==> config.mk <==
export PLATFORM = sky130hd
export DESIGN_NAME = gpio_bank
export DESIGN_NICKNAME = d
export VERILOG_FILES = /design/src/rtl/gpio_pkg.sv /design/src/rtl/gpio_in_cond.sv /design/src/rtl/gpio_bank.sv
export SDC_FILE = /design/constraint.sdc
export NUM_CORES = 1
export LEC_CHECK = 0
export BUFFER_PORTS_ARGS = -buffer_cell sky130_fd_sc_hd__buf_2
export CELL_PAD_IN_SITES_DETAIL_PLACEMENT = 2
export CELL_PAD_IN_SITES_GLOBAL_PLACEMENT = 2
export CORE_ASPECT_RATIO = 1.5
export CORE_MARGIN = 1.5
export CORE_UTILIZATION = 36
export DETAILED_ROUTE_END_ITERATION = 10
export GPL_TIMING_DRIVEN = 0
export PLACE_DENSITY_LB_ADDON = 0.1
export SLEW_MARGIN = 20
export SYNTH_ARGS = -nofsm -noshare
export SYNTH_HDL_FRONTEND = slang
export SYNTH_SLANG_ARGS = --single-unit
==> constraint.sdc <==
create_clock -name clk -period 5.9 [get_ports clk]
set_input_delay 1.18 -clock clk [delete_from_list [all_inputs] [get_ports clk]]
set_output_delay 1.18 -clock clk [all_outputs]
set_load 0.02 [all_outputs]
==> src/rtl/gpio_pkg.sv <==
// Shared constants for the GPIO bank: register map and bus data width.
package gpio_pkg;

    localparam int unsigned BUS_DW = 32;

    localparam logic [1:0] GPIO_DATA       = 2'd0;
    localparam logic [1:0] GPIO_DIR        = 2'd1;
    localparam logic [1:0] GPIO_IRQ_EN     = 2'd2;
    localparam logic [1:0] GPIO_IRQ_STATUS = 2'd3;

endpackage

==> src/rtl/gpio_in_cond.sv <==
// Per-pin input conditioning: synchroniser, optional debounce (GPIO_DEBOUNCE_EN),
// previous-value register and rising-edge pulse.
module gpio_in_cond #(
    parameter int unsigned SYNC_STAGES     = 2,
    parameter int unsigned DEBOUNCE_CYCLES = 16
) (
    input  logic clk,
    input  logic rst,
    input  logic pin_i,
    output logic val_o,
    output logic rise_c
);

    logic [SYNC_STAGES-1:0] sync_q;
    logic                   sync_c;
    logic                   cond_c;
    logic                   prev_q;

    always_ff @(posedge clk or posedge rst) begin
        if (rst) begin
            sync_q <= '0;
        end else begin
            sync_q <= {sync_q[SYNC_STAGES-2:0], pin_i};
        end
    end

    assign sync_c = sync_q[SYNC_STAGES-1];

`ifdef GPIO_DEBOUNCE_EN
    localparam int unsigned CNT_W = (DEBOUNCE_CYCLES > 2) ? $clog2(DEBOUNCE_CYCLES) : 1;

    logic [CNT_W-1:0] cnt_q, cnt_d;
    logic             deb_q, deb_d;

    // Accept a new level only after it has differed for DEBOUNCE_CYCLES consecutive cycles.
    always_comb begin
        cnt_d = cnt_q;
        deb_d = deb_q;
        if (sync_c == deb_q) begin
            cnt_d = '0;
        end else if (cnt_q == CNT_W'(DEBOUNCE_CYCLES - 1)) begin
            deb_d = sync_c;
            cnt_d = '0;
        end else begin
            cnt_d = cnt_q + CNT_W'(1);
        end
    end

    always_ff @(posedge clk or posedge rst) begin
        if (rst) begin
            cnt_q <= '0;
            deb_q <= 1'b0;
        end else begin
            cnt_q <= cnt_d;
            deb_q <= deb_d;
        end
    end

    assign cond_c = deb_q;
`else
    localparam int unsigned unused_debounce_cycles = DEBOUNCE_CYCLES;

    assign cond_c = sync_c;
`endif

    always_ff @(posedge clk or posedge rst) begin
        if (rst) begin
            prev_q <= 1'b0;
        end else begin
            prev_q <= cond_c;
        end
    end

    assign val_o  = cond_c;
    assign rise_c = cond_c & ~prev_q;

endmodule

==> src/rtl/gpio_bank.sv <==
// Four-register GPIO port with direction, output latch, synchronised readback and
// rising-edge interrupts. Optional per-pin debounce under GPIO_DEBOUNCE_EN.
module gpio_bank
    import gpio_pkg::*;
#(
    parameter int unsigned NUM_GPIO        = 8,
    parameter int unsigned SYNC_STAGES     = 2,
    parameter int unsigned DEBOUNCE_CYCLES = 16
) (
    input  logic                clk,
    input  logic                rst,
    input  logic                stb,
    input  logic                we,
    input  logic [1:0]          addr,
    input  logic [BUS_DW-1:0]   data_in,
    output logic [BUS_DW-1:0]   data_out,
    output logic                ack,
    input  logic [NUM_GPIO-1:0] io_in,
    output logic [NUM_GPIO-1:0] io_out,
    output logic [NUM_GPIO-1:0] io_t,
    output logic                irq
);

    logic [NUM_GPIO-1:0] pin_val_c;
    logic [NUM_GPIO-1:0] rise_c;

    for (genvar g = 0; g < NUM_GPIO; g++) begin : g_pin
        gpio_in_cond #(
            .SYNC_STAGES     (SYNC_STAGES),
            .DEBOUNCE_CYCLES (DEBOUNCE_CYCLES)
        ) u_in_cond (
            .clk    (clk),
            .rst    (rst),
            .pin_i  (io_in[g]),
            .val_o  (pin_val_c[g]),
            .rise_c (rise_c[g])
        );
    end

    logic [NUM_GPIO-1:0] out_q, out_d;
    logic [NUM_GPIO-1:0] dir_q, dir_d;
    logic [NUM_GPIO-1:0] tri_q, tri_d;
    logic [NUM_GPIO-1:0] en_q, en_d;
    logic [NUM_GPIO-1:0] st_q, st_d;
    logic [BUS_DW-1:0]   rdata_q, rdata_d;
    logic                ack_q, ack_d;
    logic                irq_q, irq_d;

    logic                wr_c;
    logic                rd_c;
    logic [NUM_GPIO-1:0] wdata_c;
    logic [NUM_GPIO-1:0] w1c_c;
    logic                unused_data_in;

    assign wr_c           = stb & we;
    assign rd_c           = stb & ~we;
    assign wdata_c        = data_in[NUM_GPIO-1:0];
    assign unused_data_in = ^data_in;
    assign w1c_c          = (wr_c && addr == GPIO_IRQ_STATUS) ? wdata_c : '0;

    // Register writes, W1C with edge-set priority, and read-data capture.
    always_comb begin
        out_d   = out_q;
        dir_d   = dir_q;
        tri_d   = tri_q;
        en_d    = en_q;
        rdata_d = rdata_q;
        ack_d   = stb;
        irq_d   = |(st_q & en_q);
        st_d    = (st_q & ~w1c_c) | (rise_c & en_q);

        if (wr_c) begin
            case (addr)
                GPIO_DATA: out_d = wdata_c;
                GPIO_DIR: begin
                    dir_d = wdata_c;
                    tri_d = ~wdata_c;
                end
                GPIO_IRQ_EN: en_d = wdata_c;
                default: ;
            endcase
        end

        if (rd_c) begin
            case (addr)
                GPIO_DATA:       rdata_d = BUS_DW'(pin_val_c);
                GPIO_DIR:        rdata_d = BUS_DW'(dir_q);
                GPIO_IRQ_EN:     rdata_d = BUS_DW'(en_q);
                GPIO_IRQ_STATUS: rdata_d = BUS_DW'(st_q);
                default:         rdata_d = '0;
            endcase
        end
    end

    always_ff @(posedge clk or posedge rst) begin
        if (rst) begin
            out_q   <= '0;
            dir_q   <= '0;
            tri_q   <= '1;
            en_q    <= '0;
            st_q    <= '0;
            rdata_q <= '0;
            ack_q   <= 1'b0;
            irq_q   <= 1'b0;
        end else begin
            out_q   <= out_d;
            dir_q   <= dir_d;
            tri_q   <= tri_d;
            en_q    <= en_d;
            st_q    <= st_d;
            rdata_q <= rdata_d;
            ack_q   <= ack_d;
            irq_q   <= irq_d;
        end
    end

    assign io_out   = out_q;
    assign io_t     = tri_q;
    assign data_out = rdata_q;
    assign ack      = ack_q;
    assign irq      = irq_q;

endmodule

==> out/metrics.yaml <==
status:
  status: "finished, final reports clean"
timing:
  setup-tns-final_ns: 0
  fin_skew_ns: 0.00587
  fmax_ghz: 0.452
  fin_crit_sh: 0.375
  slew_violations: 0
  period_needed_ns: 2.21
  rsz0062_at_grt: "no"
  hold_viol: 0
  setup_viol: 0
critical_path:
  critical_path_arrival_ns: 1.03
  startpoint: "io_t[4]"
  crit_path_top_delay_cell: "dfstp_2"
  critPathRequiredTime_ns: 4.72
  worstSetupEndpointType: "primary output"
  critPathMaxStageDelay_ns: 0.53
  critical_path_buf_inv_count: 1
  setup.worst_path.class: "reg2out"
  critPathMaxFanout: 2
  critical-path-top-delay-family: "flip-flops"
  worstReg2RegStart: "en_q[6]"
  worstSetupStartpointType: "flip-flop"
  path_cells: "buf_2"
floorplan:
  row_count: 41
  start_util: 0.369
  design.portCount: 96
  die_h_um: 116
  core-area_um2: 8360
  die_w_um: 78.6
  dieArea_um2: 9140
pwr:
  irDropWorstVdd_uv: 164
  power_leakage_nw: 1.91
  p_per_area_nw_per_um2: 360
hold_path:
  hp-start: "g_pin[2].u_in_cond.sync_q[0]"
  hold_class: "reg2reg"
grt:
  track_usage: 0.164
  antenna_found_initial: 0
  grt_overflow_total: 0
  first_global_vias: 2024
  grt_max_degree: 52
  grt_pass1_wl_mm: 10.8
routing:
  routed_wl_mm: 6.81
  ant_nets: 0
  viasPerCell: 4.69
  drt_iter0_drc: 35
  first_pass_iters: 4
  drc_errors: 0
  via_count: 1862
  wire_per_inst_um: 17.2
cts:
  post_cts_buffers: 0
  clock_path_buffers: 2
  cts_resized: 0
  clkTransAtPathRegs_ns: 0.05
  insertion_delay_ns: 0.33
  cts_tree: "done"
  h-tree-depth: 3
  cts_sinks: 74
  cts_buffers: 9
  postCtsHoldBufs: 0
  cts-root-buf: "clkbuf_16"
synth:
  avgSynthCellArea_um2: 15.1
  synthesis.area_um2: 3080
  ys_types: 22
  ys_ff_latch: 74
  ys_seq_area_frac: 0.604
  syn_inst: 204
  synth_warnings: 0
place:
  io_buffer_count: 47
  dp_cells: 382
  dp_hpwl_mm: 4.76
  gp_congestion: 0.711
final_layout:
  final_nets: 332
  area_growth_pct: 23.8
  final_common_cell: "dfrtp_1"
  drive_gt1_frac: 0.483
  utilization: 0.457
  diodes: 0
  layout_common_cells: "66 x dfrtp_1, 51 x buf_2, 24 x buf_4, 24 x conb_1, 23 x mux2_2"
  fin_cells: 397
job:
  maxCapViolCount: 0
## final timing paths
| kind | to | slack (ns) | depth (start not counted) |
|---|---|---|---|
| setup reg to reg | data_out[6] | 4.60 | 2 |
| hold reg to reg | g_pin[2].u_in_cond.sync_q[1] | 0.35 | 0 |
| hold / removal | g_pin[2].u_in_cond.sync_q[1] | 0.35 | 0 |
| min in group asynchronous | io_out[0] | 0.82 | 2 |
| max in group asynchronous | io_t[2] | 4.46 | 3 |
| setup / recovery | io_t[4] | 3.69 | 1 |
## where the power goes
group          internal [mW]  total (mW)  leakage, nW  switching [mW]
Clock                  0.282       0.471        0.121           0.189
Sequential             0.591       0.639        0.837          0.0471
Combinational          0.125       0.263        0.954           0.138
## sequential cells by signal, indices dropped and copies added (netlist names), 8 cells and up
| register | cells |
|---|---|
| g_pin.u_in_cond.sync_q | 16 |
| data_out | 8 |
| dir_q | 8 |
| en_q | 8 |
| g_pin.u_in_cond.prev_q | 8 |
| io_out | 8 |
| io_t | 8 |
| st_q | 8 |
## synthesized netlist by cell type
cell type	n	area (um^2)
dfstp_2	8	210
a22oi_1	4	30.0
dfrtp_1	66	1650
o211ai_1	8	60.1
mux4_1	1	26.3
nand4_1	1	6.26
nand4b_2	1	15.0
and4bb_2	1	12.5
mux2i_1	8	80.1
and4_2	1	10.0
nand2b_1	8	50.1
nor2b_1	1	6.26
mux2_2	23	259
conb_1	1	3.75
inv_1	17	63.8
buf_6	2	22.5
nand4b_4	1	23.8
nand3b_1	8	60.1
buf_4	24	180
buf_2	4	20.0
mux2_4	9	135
mux4_2	7	158
## cells by family (layout without fill, tap and decap cells)
group,count (synthesis),after routing,synth area share
other cells,1,24,0.00122
flops,74,74,0.604
simple gates,22,22,0.0596
mux,48,48,0.213
buf+inv,47,110,0.0929
compound gates,12,12,0.0292
## layer usage
| layer | track usage | vias to the layer above | share of wire |
|---|---|---|---|
| li1 | - | 826 | - |
| met1 | 0.190 | 973 | 0.40 |
| met2 | 0.282 | 50 | 0.53 |
| met3 | 0.0438 | 13 | 0.041 |
| met4 | 0.0750 | 0 | 0.021 |
| met5 | 0 | - | 0 |
## area by class of cell
cell class              count  area (um^2)
well taps                 107          134
inverters                  17         66.3
plain buffers              30          223
clock inverters             1         5.00
flip-flops and latches     74         1860
repair buffers             48          263
multi-input cells         106         1020
fillers                   844         4540
clock buffers              14          244
## stage by stage
step	worst slack [ns]	cell area (um^2)	hold slack, ns	total power [mW]
after floorplan	2.85	3170	0.331	0.822
after global placement	1.88	3540	0.333	0.899
after detailed placement	3.43	3570	0.337	0.916
after CTS	3.67	3820	0.349	1.40
after global routing	3.66	3820	0.354	1.44
final	3.69	3820	0.347	1.37
Note: power is estimated with default switching activity, not from simulation.
